## src/rtl/bram_arb2.sv

```systemverilog
// Two-requester arbiter in front of a single BRAM port with round-robin grants,
// credit-based read admission and a 2-entry response FIFO per requester.
module bram_arb2 #(
    parameter int ADDR_WIDTH = 10,
    parameter int DATA_WIDTH = 32,
    parameter int WE_WIDTH   = 4,
    parameter int PIPELINED  = 0
) (
    input  logic                  CLK,
    input  logic                  RST,

    input  logic                  r0_req_valid,
    output logic                  r0_req_ready,
    input  logic [WE_WIDTH-1:0]   r0_req_we,
    input  logic [ADDR_WIDTH-1:0] r0_req_addr,
    input  logic [DATA_WIDTH-1:0] r0_req_data,
    output logic                  r0_resp_valid,
    input  logic                  r0_resp_ready,
    output logic [DATA_WIDTH-1:0] r0_resp_data,

    input  logic                  r1_req_valid,
    output logic                  r1_req_ready,
    input  logic [WE_WIDTH-1:0]   r1_req_we,
    input  logic [ADDR_WIDTH-1:0] r1_req_addr,
    input  logic [DATA_WIDTH-1:0] r1_req_data,
    output logic                  r1_resp_valid,
    input  logic                  r1_resp_ready,
    output logic [DATA_WIDTH-1:0] r1_resp_data,

    output logic                  bram_en,
    output logic [WE_WIDTH-1:0]   bram_we,
    output logic [ADDR_WIDTH-1:0] bram_addr,
    output logic [DATA_WIDTH-1:0] bram_din,
    input  logic [DATA_WIDTH-1:0] bram_dout
);

    localparam int L = 1 + PIPELINED;

    logic                  w_req_valid [2];
    logic                  w_is_read   [2];
    logic                  w_resp_rdy  [2];
    logic [1:0]            w_inflight  [2];
    logic                  w_elig      [2];
    logic                  w_grant     [2];
    logic                  w_push      [2];
    logic                  w_pop       [2];
    logic                  w_sel;
    logic                  w_issue_rd;
    logic                  w_cap;
    logic                  w_cap_id;

    logic                  r_pipe_vld  [L];
    logic                  r_pipe_id   [L];
    logic                  r_last_grant;
    logic [1:0]            r_count     [2];
    logic                  r_wptr      [2];
    logic                  r_rptr      [2];
    logic [DATA_WIDTH-1:0] r_mem       [2][2];

    assign w_req_valid[0] = r0_req_valid;
    assign w_req_valid[1] = r1_req_valid;
    assign w_is_read[0]   = (r0_req_we == '0);
    assign w_is_read[1]   = (r1_req_we == '0);
    assign w_resp_rdy[0]  = r0_resp_ready;
    assign w_resp_rdy[1]  = r1_resp_ready;

    // A read holds a credit from grant until its data lands in the buffer,
    // so occupancy plus in-flight never exceeds the buffer depth.
    always_comb begin
        for (int n = 0; n < 2; n++) begin
            w_inflight[n] = '0;
            for (int s = 0; s < L; s++) begin
                if (r_pipe_vld[s] && (r_pipe_id[s] == n[0])) begin
                    w_inflight[n] = w_inflight[n] + 2'd1;
                end
            end
            w_elig[n] = w_req_valid[n] && !RST &&
                        (!w_is_read[n] ||
                         (({1'b0, r_count[n]} + {1'b0, w_inflight[n]}) < 3'd2));
        end
    end

    // r_last_grant=1 means requester 1 was served last, so requester 0 wins a tie.
    assign w_grant[0] = w_elig[0] && (!w_elig[1] || r_last_grant);
    assign w_grant[1] = w_elig[1] && (!w_elig[0] || !r_last_grant);

    assign r0_req_ready = w_grant[0];
    assign r1_req_ready = w_grant[1];

    assign w_sel      = w_grant[1];
    assign bram_en    = w_grant[0] || w_grant[1];
    assign bram_we    = !bram_en ? '0 : (w_sel ? r1_req_we : r0_req_we);
    assign bram_addr  = w_sel ? r1_req_addr : r0_req_addr;
    assign bram_din   = w_sel ? r1_req_data : r0_req_data;
    assign w_issue_rd = bram_en && (w_sel ? w_is_read[1] : w_is_read[0]);

    always_ff @(posedge CLK or posedge RST) begin
        if (RST) begin
            for (int s = 0; s < L; s++) begin
                r_pipe_vld[s] <= 1'b0;
                r_pipe_id[s]  <= 1'b0;
            end
        end else begin
            r_pipe_vld[0] <= w_issue_rd;
            r_pipe_id[0]  <= w_sel;
            for (int s = 1; s < L; s++) begin
                r_pipe_vld[s] <= r_pipe_vld[s-1];
                r_pipe_id[s]  <= r_pipe_id[s-1];
            end
        end
    end

    assign w_cap    = r_pipe_vld[L-1];
    assign w_cap_id = r_pipe_id[L-1];

    always_comb begin
        for (int n = 0; n < 2; n++) begin
            w_push[n] = w_cap && (w_cap_id == n[0]);
            w_pop[n]  = (r_count[n] != 2'd0) && w_resp_rdy[n];
        end
    end

    always_ff @(posedge CLK or posedge RST) begin
        if (RST) begin
            r_last_grant <= 1'b1;
            for (int n = 0; n < 2; n++) begin
                r_count[n] <= 2'd0;
                r_wptr[n]  <= 1'b0;
                r_rptr[n]  <= 1'b0;
            end
        end else begin
            if (bram_en) begin
                r_last_grant <= w_sel;
            end
            for (int n = 0; n < 2; n++) begin
                if (w_push[n]) begin
                    r_wptr[n] <= ~r_wptr[n];
                end
                if (w_pop[n]) begin
                    r_rptr[n] <= ~r_rptr[n];
                end
                case ({w_push[n], w_pop[n]})
                    2'b10:   r_count[n] <= r_count[n] + 2'd1;
                    2'b01:   r_count[n] <= r_count[n] - 2'd1;
                    default: r_count[n] <= r_count[n];
                endcase
            end
        end
    end

    // Buffer storage needs no reset; validity is carried by r_count.
    always_ff @(posedge CLK) begin
        for (int n = 0; n < 2; n++) begin
            if (w_push[n]) begin
                r_mem[n][r_wptr[n]] <= bram_dout;
            end
        end
    end

    assign r0_resp_valid = (r_count[0] != 2'd0);
    assign r1_resp_valid = (r_count[1] != 2'd0);
    assign r0_resp_data  = r_mem[0][r_rptr[0]];
    assign r1_resp_data  = r_mem[1][r_rptr[1]];

endmodule
```

## config.mk

```make
export PLATFORM = sky130hd
export DESIGN_NAME = bram_arb2
export DESIGN_NICKNAME = d
export VERILOG_FILES = /design/src/rtl/bram_arb2.sv
export SDC_FILE = /design/constraint.sdc
export NUM_CORES = 1
export LEC_CHECK = 0
export ABC_CLOCK_PERIOD_IN_PS = 2140
export CAP_MARGIN = 25
export CORE_MARGIN = 2
export CORE_UTILIZATION = 39
export CTS_CLUSTER_SIZE = 25
export DETAILED_ROUTE_END_ITERATION = 12
export HOLD_SLACK_MARGIN = 0.1
export PLACE_DENSITY = 0.85
export SYNTH_ARGS = -nofsm -noshare
export SYNTH_HDL_FRONTEND = slang
export SYNTH_SLANG_ARGS = --single-unit
export TNS_END_PERCENT = 30
```

## constraint.sdc

```tcl
create_clock -name CLK -period 2.14 [get_ports CLK]
set_input_delay 0.214 -clock CLK [delete_from_list [all_inputs] [get_ports CLK]]
set_output_delay 0.214 -clock CLK [all_outputs]
set_load 0.01 [all_outputs]
```

# Yosys cells after proc, flatten, opt, wreduce, memory -nomap -nowiden

Memory sizes are Yosys's and may differ from the RTL's.
Index checks and enable logic that the tools add are counted.

Memories kept: 1
Memory bits (writable): 128
Logic and storage cells: 94
Bits in registers: 11
Output and inout port bits: 115

Memory list:

| memory | depth | bits a word | read ports | clocked after memory_dff | write ports | line | text |
|---|---|---|---|---|---|---|---|
| r_mem  | 2     | 64          | 2          | 0                        | 1           | 58   | `logic [DATA_WIDTH-1:0] r_mem [2][2];` |

Muxes and demuxes: 26
$lt $le $gt $ge: 8
Add/subtract/negate cells: 6
Bitwise logic cells: 9
Reductions and logical operators: 31
Equality and inequality tests: 4

Operator list:

| cell                  | count |
|---|---|
| $mux W32              | 9 |
| $mux W64              | 4 |
| $demux W32 S1         | 2 |
| $reduce_or A64 Y1     | 1 |
| $logic_and A1 B1 Y1   | 13 |
| $mux W10              | 1 |
| $ge A2 B2 Y1 const B  | 4 |
| $logic_not A4 Y1      | 2 |
| $mux W4               | 2 |
| $not A1 Y2            | 4 |
| $pmux W2 S2           | 2 |
| $reduce_bool A2 Y1    | 4 |
| $add A2 B2 Y3         | 2 |
| $logic_not A1 Y1      | 6 |
| $lt A3 B2 Y1 const B  | 2 |
| $mux W1               | 6 |
| $logic_or A1 B1 Y1    | 5 |
| $not A1 Y1            | 5 |
| $add A2 B1 Y2 const B | 2 |
| $eq A2 B1 Y1 const B  | 2 |
| $eq A2 B2 Y1 const B  | 2 |
| $lt A2 B1 Y1 const B  | 2 |
| $sub A2 B1 Y2 const B | 2 |

# Longest topological paths before layout

Depth in word-level cells: 12
Depth in mapped cells: 6
Depth with buffers taken out: 6

# Worst setup path after synthesis

Ideal clock, no wire load.

Path kind: reg2reg
Start point: reg r_pipe_id
End point: mem r_mem[0][0] in the netlist's numbering (enable)
Path slack: -240 ps
Arrival time: 1,959 ps
Stages on the path, launching flop included: 3
Setup time: 421 ps
Required time: 1,719 ps
Cell sequence: dfrtp_1 > nand2b_1 > nor2_1

Word-level cells in the longest chain between the ends: 5
Elaborated cells between the ends (all ways): 10
Classes of those cells: mux: 6; bitwise: 1; reduce/logical: 3

Ends and longest elaborated chain:

| element                                                          | line     | text |
|---|---|---|
| start, declared                                                  | 53       | `logic r_pipe_id [L];` |
| start signal, assigned by index                                  | 108      | `r_pipe_id[s] <= r_pipe_id[s-1];` |
| $logic_and A1 B1 Y1 / $not A1 Y1 (equally long branches)         | 118      | `w_push[n] = w_cap && (w_cap_id == n[0]);` |
| $mux W1 / $logic_and A1 B1 Y1 (equally long branches)            | 154, 118 |  |
| $mux W64 (implied by the code) / $mux W1 (equally long branches) | 155, 154 |  |
| $reduce_or A64 Y1 (no line) / $mux W64 (equally long branches)   | -        |  |
| $mux W1 (no line) / $mux W64 (equally long branches)             | -        |  |
| end, declared                                                    | 58       |  |

Several ways; a longest one is shown, not always the timed one.

# Final worst setup path

Start point: reg r_pipe_id
End point: out bram_din[2]

Word-level cells in the longest chain between the ends: 11
Elaborated cells between the ends (all ways): 17
Classes of those cells: add/sub: 2; order compare: 2; mux: 3; bitwise: 1; reduce/logical: 9

Ends and longest elaborated chain:

| element                 | line | text |
|---|---|---|
| $not A1 Y1              | 73   | `if (r_pipe_vld[s] && (r_pipe_id[s] == n[0])) begin` |
| $logic_and A1 B1 Y1     | 73   |  |
| $mux W1                 | 73   |  |
| $add A2 B2 Y3           | 79   | `(({1'b0, r_count[n]} + {1'b0, w_inflight[n]}) < 3'd2));` |
| $lt A3 B2 Y1            | 79   |  |
| $logic_or A1 B1 Y1      | 78   | `(!w_is_read[n] \|\|` |
| $logic_and A1 B1 Y1     | 77   | `w_elig[n] = w_req_valid[n] && !RST &&` |
| $logic_not A1 Y1        | 85   | `assign w_grant[1] = w_elig[1] && (!w_elig[0] \|\| !r_last_grant);` |
| $logic_or A1 B1 Y1      | 85   |  |
| $logic_and A1 B1 Y1 (*) | 85   |  |
| $mux W32 (*)            | 94   | `assign bram_din = w_sel ? r1_req_data : r0_req_data;` |
| end, declared           | 33   | `output logic [DATA_WIDTH-1:0] bram_din,` |

Mark *: on every way between the ends. The rest lies on a longest branch, timed or not.

==> flow_summary.yaml <==
clock_tree:
  clk_latency_ns: 0.42
  hold_buffers: 0
  cts_max_path_buffers: 2
  cts.sinks: 139
  cts_tree: "done"
  cts_made_buffers: 17
  htreeDepth: 4
  clkTransAtPathRegs_ns: 0.06
  clock-root-buffer: "clkbuf_16"
place:
  globalplace.congestion: 0.869
  dpl_worst_slack_ns: -0.696
  hpwl_um: 10600
  io_buffers: 244
  placed_area_um2: 8640
pwr:
  vdd_ir_drop_max_mv: 0.563
  internal_power_mw: 6.70
  switching_share: 0.258
  seqPwrFrac: 0.351
  clkPwrFrac: 0.318
  p_per_area_nw_per_um2: 939
  combPwrFrac: 0.330
  power.leakage_nw: 3.59
  p_sw_mw: 2.33
  p_total_mw: 9.03
timing:
  grt_setup_unrepaired: "true"
  tightest_slew_ns: 0.433
  fin_skew_ns: 0.00569
  slew_headroom: 0.711
  slew_violations: 0
  layout_min_cycle_time_ns: 2.42
  clock.fmax_ghz: 0.413
  timing.hold.ws_ns: 0.186
  finalSetupViolCount: 45
  fin_ws_ns: -0.283
  finalCritPeriodShare: 1.13
  hold_viol_final: 0
setup_path:
  crit_chain: "nand3b_1 > a2bb2oi_2 > o21ba_4 > buf_12 > clkbuf_16 > mux2_4 > buf_6"
  endpoint: "bram_din[2]"
  rr_worst_depth: 6
  worstPathRequired_ns: 1.93
  crit_family: "compound AO/OA/AOI/OAI gates"
  worstPathMaxFanout: 6
  cp-start-kind: "flop"
  r2r_slack_ns: 0.40
  setup.worst_path.start: "r_pipe_id$_DFF_PP0_"
  r2r_end: "r_count[3]$_DFFE_PP0P_"
  slowest_delay_ns: 0.42
  worst-path-stages: 7
  reg2reg_from: "r_count[3]$_DFFE_PP0P_"
  end_kind: "output pin"
  crit_buf_inv: 3
  arrival_ns: 2.21
  critPathKind: "flop to output pin"
  crit_path_top_delay_cell: "dfrtp_1"
die:
  die_y_um: 126
  die_w_um: 126
  core-area_um2: 14500
  pin_count: 245
  die_area_um2: 15800
  start_util: 0.398
  num_rows: 44
finish:
  drive_gt1_frac: 0.387
  final_area_um2: 9620
  n_antenna_cell: 0
  fillCellCount: 990
  num-nets-final: 726
  syn_to_final_growth_pct: 66.2
routing:
  drt_pass1_iterations: 4
  drt-total-wl_um: 15800
  wl_per_cell_um: 20.0
  vias: 3886
  drt-vias-per-instance: 4.91
  drc: 0
  drt_iter0_drc: 156
  antenna_left: 0
run_status:
  violations: "negative setup slack"
  outcome: "complete, but fails checks"
synth:
  netlist_area_um2: 5780
  ys_ff_latch: 139
  netlist_top_cells_area: "edfxtp_1 (66%), mux2_2 (18%), dfrtp_1 (4.3%)"
  synthesis.area_per_instance_um2: 19.0
  ys.flop_type: "edfxtp_1"
  synth_edf_count: 128
  yosys.area.top_type: "edfxtp_1"
  syn-num-nets: 437
  synthArstFlopShare: 0.0791
  synth_top_area_frac: 0.665
  synth_cell_types: 32
  ys_seq_area_frac: 0.712
  ys_warn_count: 0
  syn_inst: 305
global_route:
  first_global_vias: 4222
  grt_pass1_wl_um: 23600
  grt_usage: 0.199
  antenna_found_initial: 0
  grt_max_degree: 25
  grt.overflow.total: 0
min_path:
  hold_path_class: "input pin to async pin"
job:
  drv_cap: 0
-- through the flow --
stage | util | cells | setup TNS (ns)
floorplan | - | 305 | -19.42
global placement | 0.594 | 742 | -29.74
detailed placement | 0.594 | 742 | -31.10
CTS | 0.653 | 782 | -11.58
global route | 0.662 | 791 | -14.35
finish | 0.662 | 791 | -10.57
-- routing by layer --
metal  routed length, um  GRT usage  part of all wire
met2                8460      0.358              0.54
met1                5980      0.224              0.38
met3                 950     0.0523             0.060
met4                 398     0.0821             0.025
met5                   0          0                 0
-- cells by family after synthesis --
logic type               Yosys count  synth area share
buffers and inverters             16            0.0147
multiplexers                     107             0.217
adder cells (fa/ha/maj)            2           0.00433
flip-flops                       139             0.712
AND/OR/NAND/NOR                   21            0.0203
XOR/XNOR                          10            0.0151
AO/OA/AOI/OAI                     10            0.0160
-- worst min-delay path by stage --
stage	endpoint	slack [ns]	cells after the start	start
global route	r_wptr[0]$_DFFE_PP0N_	0.23	2	RST
CTS	r_wptr[0]$_DFFE_PP0N_	0.19	2	RST
global placement	r_count[1]$_DFFE_PP0P_	0.48	1	r_count[1]$_DFFE_PP0P_
finish	r_count[2]$_DFFE_PP0P_	0.19	2	RST
detailed placement	r_count[1]$_DFFE_PP0P_	0.49	1	r_count[1]$_DFFE_PP0P_
floorplan	r_count[0]$_DFFE_PP0P_	0.07	1	RST
-- registers in the layout, indices dropped and copies added (netlist names) --
signal and flops:
r_mem 128, r_count 4, r_rptr 2, r_wptr 2, r_last_grant 1, r_pipe_id 1, r_pipe_vld 1
-- layout by cell type, fill, tap and decap left out, types with 2 or more instances in the layout --
master,synthesis,final
xor2_1,4,4
clkdlybuf4s50_1,0,188
clkbuf_16,0,18
mux2_4,14,42
xnor2_1,6,6
buf_12,0,9
dfrtp_1,10,8
buf_4,0,24
ha_1,2,2
nor2_1,6,2
nand2_1,2,2
clkinv_2,0,2
mux2_2,92,64
nand2b_1,2,2
buf_6,3,45
clkinvlp_4,0,2
bufinv_16,0,3
nor2_4,0,4
edfxtp_1,128,128
and2_1,2,2
dlygate4sd2_1,0,7
inv_1,3,3
buf_2,2,5
dfrtp_2,0,2
clkinv_1,0,5
a22o_1,4,4
or2_2,2,2
-- layout make-up --
cell class / instances / area, um2 / share of cell area
Clock buffer: 18 / 429 / 0.0446
Clock inverter: 14 / 151 / 0.0157
Inverter: 3 / 11.3 / 0.00117
Multi-Input combinational cell: 150 / 1760 / 0.183
Sequential cell: 139 / 4120 / 0.429
Tap cell: 184 / 230 / 0.0239
Timing Repair Buffer: 283 / 2920 / 0.303
-- power groups by stage --
stage                     Combinational [mW]  Clock, mW  Sequential, mW
final                                   2.98       2.87            3.17
after floorplan                         1.32          0            3.19
after CTS                               2.96       2.93            3.17
after detailed placement                2.81          0            3.21
after global placement                  2.77          0            3.20
after global routing                    3.15       3.06            3.19
-- Yosys cell counts (all sizes together), types with 2 or more instances --
cell and number:
clkbuf 8, ha 2, or2 2, mux2 106, inv 3, a22o 4
dfrtp 10, buf 5, xnor2 6, edfxtp 128, nand2 2, nand2b 2
and2 2, nor2 6, xor2 4
-- timing repair --
| item | CTS | global route |
|---|---|---|
| pin swaps | 9 | 4 |
| cloned | 3 | 1 |
| resized for setup | 262 | 23 |
| setup buffers | 5 | 10 |
| endpoints found under the setup margin | 68 | 72 |
No activity file was read; power rests on OpenSTA's default activity.
==> variant (same flow settings) <==
Set the parameter `DATA_WIDTH` to 40 (it was 32).
--- a/src/rtl/bram_arb2.sv
+++ b/src/rtl/bram_arb2.sv
@@ -2,7 +2,7 @@
 // credit-based read admission and a 2-entry response FIFO per requester.
 module bram_arb2 #(
     parameter int ADDR_WIDTH = 10,
-    parameter int DATA_WIDTH = 32,
+    parameter int DATA_WIDTH = 40,
     parameter int WE_WIDTH   = 4,
     parameter int PIPELINED  = 0
 ) (
Ports: changed (6 resized); port bits go from 245 to 293. No check against the original RTL was run, so the function may have changed too.
==> variant against the original RTL <==
- the flow still finishes with violations (negative setup slack)
- routed wire length rose by 31%
- die area rose by 23%
- setup slack improved by 0.69 ps
- sequential cell count rose by 32
- utilization fell by 1.7 points
- area after synthesis rose by 23%
- total power rose by 15%
- final area rose by 20%
==> variant: results <==
[outcome]
status = finished with violations
violations = negative setup slack

[global_route]
grt_pass1_vias = 5035
grt_use_total_pct = 20.9
grt_pass1_wl_mm = 30.1
grt_antenna_before_repair = 4

[placement]
post-dp-hpwl_mm = 14.5
dpl_cell_area_um2 = 10600
port_buffers = 292

[worst_setup_path]
critPathCapture = bram_we[0]
r2r_cells = 7
startpoint = RST
cp_max_fo = 5
reg2reg_setup_slack_ps = 240

[logic_synthesis]
synth_cells = 364
synthMuxAreaShare_pct = 22.4
synth_edf_count = 160
yosysUniqueCellTypes = 34
postSynth.asyncResetShare_pct = 6.43
synthXorXnorAreaFrac_pct = 1.23
synth_area_leaders = edfxtp_1, mux2_2, mux2_4
synth_seq_area_share_pct = 71.2

[finish]
largest_reg_flops = 160
num-fill-cells = 1226

[route]
viasPerCell = 4.89

[timing]
layout_setup_ws_ps = -283
setup_viol_count_final = 55
clock_skew_ps = 21.0

[power]
ir_drop_mv = 0.622
[variant: worst min-delay path by stage]
| stage | startpoint | end | slack (ps) | cells after the start |
|---|---|---|---|---|
| 2_1_floorplan | RST | r_count[0] | 70 | 1 |
| 3_3_place_gp | r_last_grant | r_last_grant | 500 | 1 |
| 3_5_place_dp | r_last_grant | r_last_grant | 520 | 1 |
| 4_1_cts | RST | r_wptr[1] | 290 | 2 |
| 5_1_grt | RST | r_wptr[1] | 340 | 2 |
| 6_report | RST | r_pipe_vld | 330 | 2 |
[variant: kinds of logic (layout without fill, tap and decap cells)]
group | count (synthesis) | count (layout)
other | 0 | 4
adder cells (fa/ha/maj) | 2 | 2
flip-flops | 171 | 171
buffers and inverters | 19 | 373
multiplexers | 131 | 131
AO/OA/AOI/OAI | 10 | 11
AND/OR/NAND/NOR | 21 | 21
XOR/XNOR | 10 | 10
[variant: routing by layer]
layer,vias to the layer above,share of wire (%),GRT usage [%]
li1,2108,-,-
met1,2309,36,22.2
met2,208,55,38.4
met3,26,6.6,5.99
met4,0,2.4,9.09
met5,-,0,0
[variant: final cells by class]
class | count | area share (%)
inverter | 3 | 0.0973
clock buffer | 17 | 3.67
antenna | 4 | 0.0865
tap | 229 | 2.47
sequential | 171 | 43.9
timing repair buffer | 338 | 30.2
clock inverter | 15 | 1.57
multi-input combinational | 175 | 17.9
[variant: power by group]
group          switching, mW  internal (mW)  total (mW)
Combinational           1.40           2.01        3.41
Sequential            0.0972           3.77        3.87
Clock                   1.32           1.77        3.09
[variant: worst max-delay path, cell delays in order]
cell and delay, ps:
clkdlybuf4s50_1 550, nand2b_1 250, a2bb2oi_4 190, o21ba_4 250
buf_12 140, bufbuf_16 250, a22o_1 210, buf_2 140
[variant: metrics by stage]
step | worst slack (ps) | hold slack (ps) | utilization, %
finish | -283 | 329 | 64.4
detailed placement | -833 | 521 | 58.7
global placement | -754 | 500 | 58.7
floorplan | -587 | 65.7 | -
global route | -360 | 339 | 64.4
CTS | -311 | 287 | 64.0
[variant: what timing repair did]
item,in CTS,in global routing
gates cloned,4,0
pin swaps,12,3
gates resized for setup,358,32
buffers inserted,11,5
endpoints found under the setup margin,99,80
